<file path="src/rtl/rv_decode_stage_pkg.sv">
// Shared types and encodings for the RV32/RV64 IM decode stage: opcodes, funct fields,
// micro-op and immediate-type enums, the per-lane decode record and the skid state.
package rv_decode_stage_pkg;

  localparam logic [6:0] OP_LUI      = 7'b0110111;
  localparam logic [6:0] OP_AUIPC    = 7'b0010111;
  localparam logic [6:0] OP_JAL      = 7'b1101111;
  localparam logic [6:0] OP_JALR     = 7'b1100111;
  localparam logic [6:0] OP_BRANCH   = 7'b1100011;
  localparam logic [6:0] OP_LOAD     = 7'b0000011;
  localparam logic [6:0] OP_STORE    = 7'b0100011;
  localparam logic [6:0] OP_IMM      = 7'b0010011;
  localparam logic [6:0] OP_IMM32    = 7'b0011011;
  localparam logic [6:0] OP_OP       = 7'b0110011;
  localparam logic [6:0] OP_OP32     = 7'b0111011;
  localparam logic [6:0] OP_MISC_MEM = 7'b0001111;
  localparam logic [6:0] OP_SYSTEM   = 7'b1110011;

  localparam logic [6:0] F7_BASE   = 7'b0000000;
  localparam logic [6:0] F7_ALT    = 7'b0100000;
  localparam logic [6:0] F7_MULDIV = 7'b0000001;
  localparam logic [5:0] F6_SRL    = 6'b000000;
  localparam logic [5:0] F6_SRA    = 6'b010000;

  localparam logic [2:0] F3_JALR     = 3'b000;
  localparam logic [2:0] F3_FENCE    = 3'b000;
  localparam logic [2:0] F3_PRIV     = 3'b000;
  localparam logic [2:0] F3_CSR_RSVD = 3'b100;

  localparam logic [31:0] INST_ECALL  = 32'h0000_0073;
  localparam logic [31:0] INST_EBREAK = 32'h0010_0073;
  localparam logic [31:0] INST_SRET   = 32'h1020_0073;
  localparam logic [31:0] INST_MRET   = 32'h3020_0073;

  // UOP_ADDI encodes as 0 so empty and illegal lanes carry the same uop bits.
  typedef enum logic [7:0] {
    UOP_ADDI, UOP_SLTI, UOP_SLTIU, UOP_XORI, UOP_ORI, UOP_ANDI, UOP_SLLI, UOP_SRLI, UOP_SRAI,
    UOP_LUI, UOP_AUIPC, UOP_JAL, UOP_JALR,
    UOP_BEQ, UOP_BNE, UOP_BLT, UOP_BGE, UOP_BLTU, UOP_BGEU,
    UOP_LB, UOP_LH, UOP_LW, UOP_LD, UOP_LBU, UOP_LHU, UOP_LWU,
    UOP_SB, UOP_SH, UOP_SW, UOP_SD,
    UOP_ADD, UOP_SUB, UOP_SLL, UOP_SLT, UOP_SLTU, UOP_XOR, UOP_SRL, UOP_SRA, UOP_OR, UOP_AND,
    UOP_ADDIW, UOP_SLLIW, UOP_SRLIW, UOP_SRAIW,
    UOP_ADDW, UOP_SUBW, UOP_SLLW, UOP_SRLW, UOP_SRAW,
    UOP_MUL, UOP_MULH, UOP_MULHSU, UOP_MULHU, UOP_DIV, UOP_DIVU, UOP_REM, UOP_REMU,
    UOP_MULW, UOP_DIVW, UOP_DIVUW, UOP_REMW, UOP_REMUW,
    UOP_FENCE, UOP_ECALL, UOP_EBREAK, UOP_MRET, UOP_SRET,
    UOP_CSRRW, UOP_CSRRS, UOP_CSRRC, UOP_CSRRWI, UOP_CSRRSI, UOP_CSRRCI
  } uop_t;

  typedef enum logic [3:0] {IMM_R, IMM_I, IMM_S, IMM_B, IMM_U, IMM_J} imm_type_t;

  typedef enum logic [1:0] {SKID_EMPTY, SKID_ONE, SKID_TWO} skid_state_t;

  typedef struct packed {
    uop_t        uop;
    imm_type_t   imm_type;
    logic [63:0] imm;
    logic [4:0]  rd;
    logic [4:0]  rs1;
    logic [4:0]  rs2;
    logic        rd_we;
    logic        illegal;
  } dec_lane_t;

endpackage

</file>
<file path="src/rtl/rv_decode_stage_if.sv">
// Fetch-side and rename-side bundle signals of the decode stage.
// Handshake: a side transfers on the rising edge where its valid && ready are both 1; valid
// never waits on ready, and a held valid keeps its payload stable until the transfer.
interface rv_decode_stage_if #(
  parameter int XLEN = 64,
  parameter int W    = 2
);
  logic              flush;
  logic              in_valid;
  logic              in_ready;
  logic [W-1:0]      in_lane_vld;
  logic [W*32-1:0]   in_inst;
  logic [XLEN-1:0]   in_pc;
  logic              out_valid;
  logic              out_ready;
  logic [W-1:0]      out_lane_vld;
  logic [W*8-1:0]    out_uop;
  logic [W*4-1:0]    out_imm_type;
  logic [W*XLEN-1:0] out_imm;
  logic [W*5-1:0]    out_rd;
  logic [W*5-1:0]    out_rs1;
  logic [W*5-1:0]    out_rs2;
  logic [W-1:0]      out_rd_we;
  logic [W-1:0]      out_illegal;
  logic [XLEN-1:0]   out_pc;

  modport master (
    output flush, in_valid, in_lane_vld, in_inst, in_pc, out_ready,
    input  in_ready, out_valid, out_lane_vld, out_uop, out_imm_type, out_imm,
           out_rd, out_rs1, out_rs2, out_rd_we, out_illegal, out_pc
  );

  modport slave (
    input  flush, in_valid, in_lane_vld, in_inst, in_pc, out_ready,
    output in_ready, out_valid, out_lane_vld, out_uop, out_imm_type, out_imm,
           out_rd, out_rs1, out_rs2, out_rd_we, out_illegal, out_pc
  );
endinterface

</file>
<file path="src/rtl/rv_decode_lane.sv">
// Combinational decoder for one 32-bit RV32/RV64 IM instruction into a dec_lane_t record.
// Any illegal encoding collapses to a zeroed ADDI with the illegal flag set.
module rv_decode_lane
  import rv_decode_stage_pkg::*;
#(
  parameter int XLEN      = 64,
  parameter bit EN_M      = 1'b1,
  parameter bit EN_SYSTEM = 1'b1
) (
  input  logic [31:0] inst,
  output dec_lane_t   dec
);
  localparam bit RV64 = (XLEN == 64);

  logic [6:0]  opc;
  logic [2:0]  f3;
  logic [6:0]  f7;
  logic [5:0]  f6;
  logic        shamt_ok;
  uop_t        uop;
  imm_type_t   itype;
  logic        ok, has_rd, has_rs1, has_rs2, csr_imm;
  logic [63:0] imm;

  assign opc      = inst[6:0];
  assign f3       = inst[14:12];
  assign f7       = inst[31:25];
  assign f6       = inst[31:26];
  assign shamt_ok = RV64 || !inst[25];

  always_comb begin
    uop = UOP_ADDI; itype = IMM_R; ok = 1'b0;
    has_rd = 1'b0; has_rs1 = 1'b0; has_rs2 = 1'b0; csr_imm = 1'b0;
    case (opc)
      OP_LUI:   begin uop = UOP_LUI;   itype = IMM_U; has_rd = 1'b1; ok = 1'b1; end
      OP_AUIPC: begin uop = UOP_AUIPC; itype = IMM_U; has_rd = 1'b1; ok = 1'b1; end
      OP_JAL:   begin uop = UOP_JAL;   itype = IMM_J; has_rd = 1'b1; ok = 1'b1; end
      OP_JALR:  begin
        uop = UOP_JALR; itype = IMM_I; has_rd = 1'b1; has_rs1 = 1'b1; ok = (f3 == F3_JALR);
      end
      OP_BRANCH: begin
        itype = IMM_B; has_rs1 = 1'b1; has_rs2 = 1'b1; ok = 1'b1;
        case (f3)
          3'd0: uop = UOP_BEQ;
          3'd1: uop = UOP_BNE;
          3'd4: uop = UOP_BLT;
          3'd5: uop = UOP_BGE;
          3'd6: uop = UOP_BLTU;
          3'd7: uop = UOP_BGEU;
          default: ok = 1'b0;
        endcase
      end
      OP_LOAD: begin
        itype = IMM_I; has_rd = 1'b1; has_rs1 = 1'b1; ok = 1'b1;
        case (f3)
          3'd0: uop = UOP_LB;
          3'd1: uop = UOP_LH;
          3'd2: uop = UOP_LW;
          3'd3: begin uop = UOP_LD;  ok = RV64; end
          3'd4: uop = UOP_LBU;
          3'd5: uop = UOP_LHU;
          3'd6: begin uop = UOP_LWU; ok = RV64; end
          default: ok = 1'b0;
        endcase
      end
      OP_STORE: begin
        itype = IMM_S; has_rs1 = 1'b1; has_rs2 = 1'b1; ok = 1'b1;
        case (f3)
          3'd0: uop = UOP_SB;
          3'd1: uop = UOP_SH;
          3'd2: uop = UOP_SW;
          3'd3: begin uop = UOP_SD; ok = RV64; end
          default: ok = 1'b0;
        endcase
      end
      OP_IMM: begin
        itype = IMM_I; has_rd = 1'b1; has_rs1 = 1'b1; ok = 1'b1;
        case (f3)
          3'd0: uop = UOP_ADDI;
          3'd1: begin uop = UOP_SLLI; ok = (f6 == F6_SRL) && shamt_ok; end
          3'd2: uop = UOP_SLTI;
          3'd3: uop = UOP_SLTIU;
          3'd4: uop = UOP_XORI;
          3'd5: begin
            uop = (f6 == F6_SRA) ? UOP_SRAI : UOP_SRLI;
            ok  = ((f6 == F6_SRL) || (f6 == F6_SRA)) && shamt_ok;
          end
          3'd6: uop = UOP_ORI;
          default: uop = UOP_ANDI;
        endcase
      end
      OP_IMM32: begin
        itype = IMM_I; has_rd = 1'b1; has_rs1 = 1'b1;
        case (f3)
          3'd0: begin uop = UOP_ADDIW; ok = RV64; end
          3'd1: begin uop = UOP_SLLIW; ok = RV64 && (f7 == F7_BASE); end
          3'd5: begin
            uop = (f7 == F7_ALT) ? UOP_SRAIW : UOP_SRLIW;
            ok  = RV64 && ((f7 == F7_BASE) || (f7 == F7_ALT));
          end
          default: ok = 1'b0;
        endcase
      end
      OP_OP: begin
        has_rd = 1'b1; has_rs1 = 1'b1; has_rs2 = 1'b1; ok = 1'b1;
        case (f7)
          F7_BASE: begin
            case (f3)
              3'd0: uop = UOP_ADD;
              3'd1: uop = UOP_SLL;
              3'd2: uop = UOP_SLT;
              3'd3: uop = UOP_SLTU;
              3'd4: uop = UOP_XOR;
              3'd5: uop = UOP_SRL;
              3'd6: uop = UOP_OR;
              default: uop = UOP_AND;
            endcase
          end
          F7_ALT: begin
            case (f3)
              3'd0: uop = UOP_SUB;
              3'd5: uop = UOP_SRA;
              default: ok = 1'b0;
            endcase
          end
          F7_MULDIV: begin
            ok = EN_M;
            case (f3)
              3'd0: uop = UOP_MUL;
              3'd1: uop = UOP_MULH;
              3'd2: uop = UOP_MULHSU;
              3'd3: uop = UOP_MULHU;
              3'd4: uop = UOP_DIV;
              3'd5: uop = UOP_DIVU;
              3'd6: uop = UOP_REM;
              default: uop = UOP_REMU;
            endcase
          end
          default: ok = 1'b0;
        endcase
      end
      OP_OP32: begin
        has_rd = 1'b1; has_rs1 = 1'b1; has_rs2 = 1'b1; ok = RV64;
        case ({f7, f3})
          {F7_BASE, 3'd0}:   uop = UOP_ADDW;
          {F7_BASE, 3'd1}:   uop = UOP_SLLW;
          {F7_BASE, 3'd5}:   uop = UOP_SRLW;
          {F7_ALT, 3'd0}:    uop = UOP_SUBW;
          {F7_ALT, 3'd5}:    uop = UOP_SRAW;
          {F7_MULDIV, 3'd0}: begin uop = UOP_MULW;  ok = RV64 && EN_M; end
          {F7_MULDIV, 3'd4}: begin uop = UOP_DIVW;  ok = RV64 && EN_M; end
          {F7_MULDIV, 3'd5}: begin uop = UOP_DIVUW; ok = RV64 && EN_M; end
          {F7_MULDIV, 3'd6}: begin uop = UOP_REMW;  ok = RV64 && EN_M; end
          {F7_MULDIV, 3'd7}: begin uop = UOP_REMUW; ok = RV64 && EN_M; end
          default: ok = 1'b0;
        endcase
      end
      OP_MISC_MEM: begin
        uop = UOP_FENCE; itype = IMM_I; ok = EN_SYSTEM && (f3 == F3_FENCE);
      end
      OP_SYSTEM: begin
        if (f3 == F3_PRIV) begin
          ok = EN_SYSTEM;
          if (inst == INST_ECALL)       uop = UOP_ECALL;
          else if (inst == INST_EBREAK) uop = UOP_EBREAK;
          else if (inst == INST_MRET)   uop = UOP_MRET;
          else if (inst == INST_SRET)   uop = UOP_SRET;
          else                          ok  = 1'b0;
        end else begin
          // CSR*I variants reuse the rs1 field as the 5-bit uimm.
          itype = IMM_I; has_rd = 1'b1; has_rs1 = 1'b1; csr_imm = 1'b1;
          ok = EN_SYSTEM && (f3 != F3_CSR_RSVD);
          case (f3)
            3'd1: uop = UOP_CSRRW;
            3'd2: uop = UOP_CSRRS;
            3'd3: uop = UOP_CSRRC;
            3'd5: uop = UOP_CSRRWI;
            3'd6: uop = UOP_CSRRSI;
            default: uop = UOP_CSRRCI;
          endcase
        end
      end
      default: ok = 1'b0;
    endcase
  end

  always_comb begin
    case (itype)
      IMM_I:   imm = {{52{inst[31]}}, inst[31:20]};
      IMM_S:   imm = {{52{inst[31]}}, inst[31:25], inst[11:7]};
      IMM_B:   imm = {{51{inst[31]}}, inst[31], inst[7], inst[30:25], inst[11:8], 1'b0};
      IMM_U:   imm = {{32{inst[31]}}, inst[31:12], 12'b0};
      IMM_J:   imm = {{43{inst[31]}}, inst[31], inst[19:12], inst[20], inst[30:21], 1'b0};
      default: imm = '0;
    endcase
    if (csr_imm) imm = {52'b0, inst[31:20]};
  end

  always_comb begin
    dec         = '0;
    dec.uop     = UOP_ADDI;
    dec.illegal = 1'b1;
    if (ok && (inst[1:0] == 2'b11)) begin
      dec.uop      = uop;
      dec.imm_type = itype;
      dec.imm      = imm;
      dec.rd       = has_rd  ? inst[11:7]  : 5'd0;
      dec.rs1      = has_rs1 ? inst[19:15] : 5'd0;
      dec.rs2      = has_rs2 ? inst[24:20] : 5'd0;
      dec.rd_we    = has_rd && (inst[11:7] != 5'd0);
      dec.illegal  = 1'b0;
    end
  end

endmodule

</file>
<file path="src/rtl/rv_decode_stage.sv">
// Multi-lane decode pipeline stage: per-lane combinational decoders feeding a 2-entry skid
// buffer (main + spare) so in_ready comes straight from a flop and throughput is 1 bundle/cycle.
module rv_decode_stage
  import rv_decode_stage_pkg::*;
#(
  parameter int XLEN         = 64,
  parameter int DECODE_WIDTH = 2,
  parameter bit EN_M         = 1'b1,
  parameter bit EN_SYSTEM    = 1'b1
) (
  input  logic                clk,
  input  logic                rst_n,
  rv_decode_stage_if.slave    bus,
  output skid_state_t         dbg_state
);
  localparam int W = DECODE_WIDTH;

  skid_state_t     state, state_nxt;
  logic            in_ready_q, out_valid_q;
  logic            in_fire, out_fire;
  logic            ld_main_in, ld_main_spare, ld_spare, clr_main;
  logic [W-1:0]    main_vld, spare_vld;
  logic [XLEN-1:0] main_pc, spare_pc;
  dec_lane_t       main_dec  [W];
  dec_lane_t       spare_dec [W];
  dec_lane_t       nxt_dec   [W];

  assign in_fire       = bus.in_valid && in_ready_q;
  assign out_fire      = out_valid_q && bus.out_ready;
  assign bus.in_ready  = in_ready_q;
  assign bus.out_valid = out_valid_q;
  assign dbg_state     = state;

  // Flush wins over everything, including an input handshake in the same cycle.
  always_comb begin
    state_nxt     = state;
    ld_main_in    = 1'b0;
    ld_main_spare = 1'b0;
    ld_spare      = 1'b0;
    clr_main      = 1'b0;
    if (bus.flush) begin
      state_nxt = SKID_EMPTY;
      clr_main  = 1'b1;
    end else begin
      case (state)
        SKID_EMPTY: if (in_fire) begin state_nxt = SKID_ONE; ld_main_in = 1'b1; end
        SKID_ONE: begin
          if (in_fire && out_fire) ld_main_in = 1'b1;
          else if (in_fire) begin state_nxt = SKID_TWO; ld_spare = 1'b1; end
          else if (out_fire) state_nxt = SKID_EMPTY;
        end
        SKID_TWO: if (out_fire) begin state_nxt = SKID_ONE; ld_main_spare = 1'b1; end
        default: state_nxt = SKID_EMPTY;
      endcase
    end
  end

  always_ff @(posedge clk or negedge rst_n) begin
    if (!rst_n) begin
      state       <= SKID_EMPTY;
      in_ready_q  <= 1'b1;
      out_valid_q <= 1'b0;
      main_vld    <= '0;
      main_pc     <= '0;
      main_dec    <= '{default: '0};
      spare_vld   <= '0;
      spare_pc    <= '0;
      spare_dec   <= '{default: '0};
    end else begin
      state       <= state_nxt;
      in_ready_q  <= (state_nxt != SKID_TWO);
      out_valid_q <= (state_nxt != SKID_EMPTY);
      if (clr_main) begin
        main_vld <= '0;
        main_pc  <= '0;
        main_dec <= '{default: '0};
      end else if (ld_main_in) begin
        main_vld <= bus.in_lane_vld;
        main_pc  <= bus.in_pc;
        main_dec <= nxt_dec;
      end else if (ld_main_spare) begin
        main_vld <= spare_vld;
        main_pc  <= spare_pc;
        main_dec <= spare_dec;
      end
      if (ld_spare) begin
        spare_vld <= bus.in_lane_vld;
        spare_pc  <= bus.in_pc;
        spare_dec <= nxt_dec;
      end
    end
  end

  assign bus.out_lane_vld = main_vld;
  assign bus.out_pc       = main_pc;

  for (genvar i = 0; i < W; i++) begin : g_lane
    dec_lane_t lane_dec;

    rv_decode_lane #(
      .XLEN      (XLEN),
      .EN_M      (EN_M),
      .EN_SYSTEM (EN_SYSTEM)
    ) u_lane (
      .inst (bus.in_inst[i*32 +: 32]),
      .dec  (lane_dec)
    );

    assign nxt_dec[i] = bus.in_lane_vld[i] ? lane_dec : '0;

    assign bus.out_uop[i*8 +: 8]         = main_dec[i].uop;
    assign bus.out_imm_type[i*4 +: 4]    = main_dec[i].imm_type;
    assign bus.out_imm[i*XLEN +: XLEN]   = main_dec[i].imm[XLEN-1:0];
    assign bus.out_rd[i*5 +: 5]          = main_dec[i].rd;
    assign bus.out_rs1[i*5 +: 5]         = main_dec[i].rs1;
    assign bus.out_rs2[i*5 +: 5]         = main_dec[i].rs2;
    assign bus.out_rd_we[i]              = main_dec[i].rd_we;
    assign bus.out_illegal[i]            = main_dec[i].illegal;
  end

endmodule

</file>
<file path="src/flat_wrapper.sv">
// flat-port wrapper written by rule: the top's interface ports become plain ports
module rv_decode_stage_flat import rv_decode_stage_pkg::*;
#(
  parameter int XLEN         = 64,
  parameter int DECODE_WIDTH = 2,
  parameter bit EN_M         = 1'b1,
  parameter bit EN_SYSTEM    = 1'b1
)
  (clk, rst_n, dbg_state, bus_flush, bus_in_valid, bus_in_lane_vld, bus_in_inst, bus_in_pc, bus_out_ready, bus_in_ready, bus_out_valid, bus_out_lane_vld, bus_out_uop, bus_out_imm_type, bus_out_imm, bus_out_rd, bus_out_rs1, bus_out_rs2, bus_out_rd_we, bus_out_illegal, bus_out_pc);
  rv_decode_stage_if #(.XLEN(XLEN), .W(2)) bus_i ();
  input  logic clk;
  input  logic rst_n;
  output skid_state_t dbg_state;
  input wire logic [$bits(bus_i.flush)-1:0] bus_flush;
  input wire logic [$bits(bus_i.in_valid)-1:0] bus_in_valid;
  input wire logic [$bits(bus_i.in_lane_vld)-1:0] bus_in_lane_vld;
  input wire logic [$bits(bus_i.in_inst)-1:0] bus_in_inst;
  input wire logic [$bits(bus_i.in_pc)-1:0] bus_in_pc;
  input wire logic [$bits(bus_i.out_ready)-1:0] bus_out_ready;
  output wire logic [$bits(bus_i.in_ready)-1:0] bus_in_ready;
  output wire logic [$bits(bus_i.out_valid)-1:0] bus_out_valid;
  output wire logic [$bits(bus_i.out_lane_vld)-1:0] bus_out_lane_vld;
  output wire logic [$bits(bus_i.out_uop)-1:0] bus_out_uop;
  output wire logic [$bits(bus_i.out_imm_type)-1:0] bus_out_imm_type;
  output wire logic [$bits(bus_i.out_imm)-1:0] bus_out_imm;
  output wire logic [$bits(bus_i.out_rd)-1:0] bus_out_rd;
  output wire logic [$bits(bus_i.out_rs1)-1:0] bus_out_rs1;
  output wire logic [$bits(bus_i.out_rs2)-1:0] bus_out_rs2;
  output wire logic [$bits(bus_i.out_rd_we)-1:0] bus_out_rd_we;
  output wire logic [$bits(bus_i.out_illegal)-1:0] bus_out_illegal;
  output wire logic [$bits(bus_i.out_pc)-1:0] bus_out_pc;
  assign bus_i.flush = bus_flush;
  assign bus_i.in_valid = bus_in_valid;
  assign bus_i.in_lane_vld = bus_in_lane_vld;
  assign bus_i.in_inst = bus_in_inst;
  assign bus_i.in_pc = bus_in_pc;
  assign bus_i.out_ready = bus_out_ready;
  assign bus_in_ready = bus_i.in_ready;
  assign bus_out_valid = bus_i.out_valid;
  assign bus_out_lane_vld = bus_i.out_lane_vld;
  assign bus_out_uop = bus_i.out_uop;
  assign bus_out_imm_type = bus_i.out_imm_type;
  assign bus_out_imm = bus_i.out_imm;
  assign bus_out_rd = bus_i.out_rd;
  assign bus_out_rs1 = bus_i.out_rs1;
  assign bus_out_rs2 = bus_i.out_rs2;
  assign bus_out_rd_we = bus_i.out_rd_we;
  assign bus_out_illegal = bus_i.out_illegal;
  assign bus_out_pc = bus_i.out_pc;
  rv_decode_stage #(.XLEN(XLEN), .DECODE_WIDTH(DECODE_WIDTH), .EN_M(EN_M), .EN_SYSTEM(EN_SYSTEM)) u_core (.clk(clk), .rst_n(rst_n), .bus(bus_i), .dbg_state(dbg_state));
endmodule
</file>
<file path="config.mk">
export PLATFORM = sky130hd
export DESIGN_NAME = rv_decode_stage_flat
export DESIGN_NICKNAME = d
export VERILOG_FILES = /design/src/rtl/rv_decode_stage_pkg.sv /design/src/rtl/rv_decode_stage_if.sv /design/src/rtl/rv_decode_lane.sv /design/src/rtl/rv_decode_stage.sv /design/src/flat_wrapper.sv
export SDC_FILE = /design/constraint.sdc
export NUM_CORES = 1
export LEC_CHECK = 0
export ABC_AREA = 1
export CAP_MARGIN = 5
export CORE_ASPECT_RATIO = 1.4
export CORE_UTILIZATION = 48
export CTS_BUF_LIST = sky130_fd_sc_hd__clkbuf_16
export CTS_CLUSTER_DIAMETER = 120
export DETAILED_ROUTE_END_ITERATION = 16
export PLACE_DENSITY = 0.82
export SLEW_MARGIN = 30
export SYNTH_ARGS = -nofsm -noshare
export SYNTH_HDL_FRONTEND = slang
export SYNTH_SLANG_ARGS = --single-unit
</file>
<file path="constraint.sdc">
create_clock -name clk -period 2.07 [get_ports clk]
set_clock_uncertainty 0.1 [all_clocks]
set_input_delay 0.207 -clock clk [delete_from_list [all_inputs] [get_ports clk]]
set_output_delay 0.207 -clock clk [all_outputs]
set_load 0.01 [all_outputs]
</file>
==> flow_summary_export.csv <==
group,metric,value,unit
run_status,status,"finished with violations",
run_status,violations,"negative setup slack",
floorplanning,core_area,43000,um^2
synthesis,syn_area_per_cell,6.89,um^2
global_routing,grt_pass1_wl,112000,um
cts,htreeDepth,2,
synthesis,async_flop_share,100,%
synthesis,synthCells,3027,
global_routing,grt_max_degree,81,
synthesis,ys_ff_latch,372,
timing,maxSlewHeadroom,66.3,%
route,firstDrtPassIters,7,
critical_path,cp-start-kind,"register",
placed_design,io_buffers,386,
placed_design,pre_cts_slack,-0.779,ns
floorplanning,dieArea,44300,um^2
timing,slew_viol_final,0,
worst_hold_path,hold_class,"in2async",
critical_path,crit_slowest_cell,"dfstp_2",
floorplanning,placementRows,90,
placed_design,place_congestion,1.11,
cts,cts.sinks,372,
critical_path,crit_arrival,2.45,ns
route,viasPerCell,5.50,
timing,tightest_slew,0.501,ns
global_routing,grt_pass1_vias,21375,
synthesis,ys_seq_area_share,44.6,%
cells_and_area,syn2layout_area_growth,46.1,%
critical_path,rrSetupSlack,-0.03,ns
timing,fmax,477,MHz
floorplanning,ios,391,
synthesis,yosys.area.top_type,"dfrtp_1",
synthesis,yosys-top-cells-area,"dfrtp_1, nand2_1, nor2_1",
route,initialDrtViolationCount,2346,
synthesis,synth_enable_flop_cells,0,
cells_and_area,layoutNonFillerInstCount,4218,
timing,rsz0062_at_grt,"true",
critical_path,critPathMaxStageDelay,0.55,ns
synthesis,netlist_area,20900,um^2
power,p_sw_share,31.7,%
critical_path,end_kind,"register",
timing,fin_crit_sh,101,%
global_routing,antenna_found_initial,1,
route,routed_wl,79100,um
floorplanning,fp.dieW,178,um
synthesis,synth-warning-count,0,
global_routing,grt_usage,32.0,%
power,p_sw,7.22,mW
timing,finalHoldViolations,0,
cells_and_area,final_layout_size_suffix_gt1_share,19.2,%
critical_path,cp_cell_sequence,"nand2_4 > nor3_4 > inv_2 > buf_6 > nor2_4 > buf_12 > buf_12 > buf_8 > o21ai_0 > o21ai_0",
power,p_leak,14.9,nW
timing,setup_viol,3,
power,peakVddDrop,543,uV
cts,clock_latency,0.55,ns
critical_path,required,2.43,ns
run,max-cap-violations,0,
cts,cts_buffers,38,
route,routed-via-count,23191,
critical_path,criticalPathCategory,"reg2reg",
timing,fin_ws,-0.0266,ns
critical_path,crit_fanout,11,
synthesis,netlist.area_leader.share,44.5,%
route,ant_nets,0,
power,p_int,15.6,mW
synthesis,yosysMostFrequentCell,"nand2_1",
cts,path_clk_slew,0.06,ns
timing,period_minus_slack,2.10,ns
power,finalPower,22.8,mW
cts,clockBufferDepth,3,
power,power_density,748,nW/um^2
cts,cts_tree,"done",
global_routing,overflow,0,
power,pwr-share-seq,41.8,%
floorplanning,die_h,249,um
route,drc,0,
synthesis,synthDistinctLibCells,36,
placed_design,dp_cells,4090,
synthesis,synthTopCellsByCount,"nand2_1, nor2_1, dfrtp_1, o21ai_0, inv_1",
synthesis,ys.flop_type,"dfrtp_1",
cells_and_area,nFillCells,3372,
cts,cts-root-buf,"clkbuf_16",
placed_design,dp_hpwl,51900,um
cells_and_area,final_nets,3779,
power,p_comb_share,29.0,%
power,power_frac_clock,29.2,%
route,avgRoutedWirePerCell,18.8,um
floorplanning,start_util,48.5,%
layout by cell type (no fill, tap or decap), types with 4 or more instances in the layout:
cell type        netlist  layout
a21boi_0               4       4
a21oi_1              101      96
a21oi_2                1       6
buf_12                 0      48
buf_16                 0       4
buf_4                 68     309
buf_6                  7      22
buf_8                  0       5
clkbuf_16              0      61
clkdlybuf4s50_1        0     348
clkinv_1               0       7
clkinv_2               0       5
conb_1                 1       4
dfrtp_1              371     370
dlymetal6s2s_1         0      33
ha_4                   0       4
inv_1                200     198
inv_2                 15      18
inv_6                  0       4
nand2_1              987     923
nand2_2               14      68
nand2_4                1      11
nand3_1              192     166
nand3_2               13      34
nand3_4                0       5
nand3b_1               7       7
nand4_1               20      20
nor2_1               474     419
nor2_2                 9      56
nor2_4                 8      16
nor3_1                23      20
nor3_2                 1       4
o21ai_0              279     191
o21ai_1               50     134
o21ai_2                0       4
o22ai_1                7       7
what timing repair did:
action / in CTS / in global routing
hold buffers: 2 / 0
resized for setup: 44 / 328
endpoints found under the hold margin: 226 / 0
gates cloned: 2 / 35
endpoints found under the setup margin: 184 / 415
pin swaps: 12 / 65
setup buffers: 10 / 14
layer usage:
metal	wire (um)	share of wire (%)	global-route usage [%]
met5	0	0	0
met4	5570	7.0	19.3
met3	6350	8.0	4.53
met2	39200	49	54.8
met1	28000	35	37.6
critical path: cells and delay by family, from the launching register on:
family,cells,cell delay [ns]
buffers and inverters,5,0.66
and+or+nand+nor,3,0.37
AOI/OAI and AO/OA,2,0.31
DFF,1,0.55
kinds of logic (layout without fill, tap and decap cells):
logic type | count (synthesis) | count (layout) | synth area share [%]
compound gates | 449 | 449 | 10.9
fa+ha+maj | 5 | 5 | 0.300
buf+inv | 444 | 1078 | 9.60
flops | 372 | 372 | 44.6
other cells | 1 | 5 | 0.0180
simple gates | 1756 | 1757 | 34.5
final cells by class:
class | count | area, um^2 | area share, %
Clock inverter | 28 | 225 | 0.739
Tap cell | 552 | 691 | 2.27
Multi-Input combinational cell | 2215 | 10200 | 33.6
Clock buffer | 38 | 951 | 3.12
Antenna cell | 1 | 2.50 | 0.00821
Sequential cell | 372 | 9310 | 30.6
Timing Repair Buffer | 797 | 8230 | 27.0
Inverter | 215 | 832 | 2.73
path summary, 6_finish.rpt:
path                                           to                   start  cells after the start
max                         u_core.bus.out_pc[24]     u_core.bus.in_ready                     10
min                         u_core.bus.out_pc[31]                   rst_n                      2
max reg2reg                 u_core.bus.out_pc[24]     u_core.bus.in_ready                     10
min reg2reg                u_core.bus.out_imm[80]  u_core.bus.out_imm[80]                      2
max in group asynchronous   u_core.bus.out_rs1[4]                   rst_n                      4
min in group clk              u_core.spare_pc[61]           bus_in_pc[61]                      3
power by group through the flow:
stage	combinational (mW)	clock [mW]	sequential, mW
floorplan	2.50	0	9.69
global route	7.17	7.03	9.63
finish	6.62	6.65	9.53
global placement	5.78	0	9.52
detailed placement	5.88	0	9.56
CTS	5.99	6.73	9.46
per-stage QoR:
step           utilization (%)  setup TNS, ns  area [um^2]  hold WS, ns
6_report                  70.8        -0.0694        30500       0.0457
5_1_grt                   70.8          -3.40        30500       0.0686
4_1_cts                   67.1        -0.0315        28900       0.0441
3_5_place_dp              63.8        -154.42        27400       0.0243
3_3_place_gp              63.8        -154.56        27400       0.0257
2_1_floorplan                -              0        20900       -0.189
state kept, by name (all words and copies together), names as in the netlist, 2 cells and up:
register                 count
u_core.bus.out_lane_vld      2
u_core.spare_vld             2
u_core.bus.out_rd           10
u_core.bus.out_imm_type      6
u_core.dbg_state             2
u_core.bus.out_pc           64
u_core.bus.out_rs1          10
u_core.spare_dec           118
u_core.bus.out_illegal       2
u_core.bus.out_rs2          10
u_core.bus.out_rd_we         2
u_core.bus.out_imm          64
u_core.bus.out_uop          14
u_core.spare_pc             64
No activity file was read; power rests on OpenSTA's default activity.
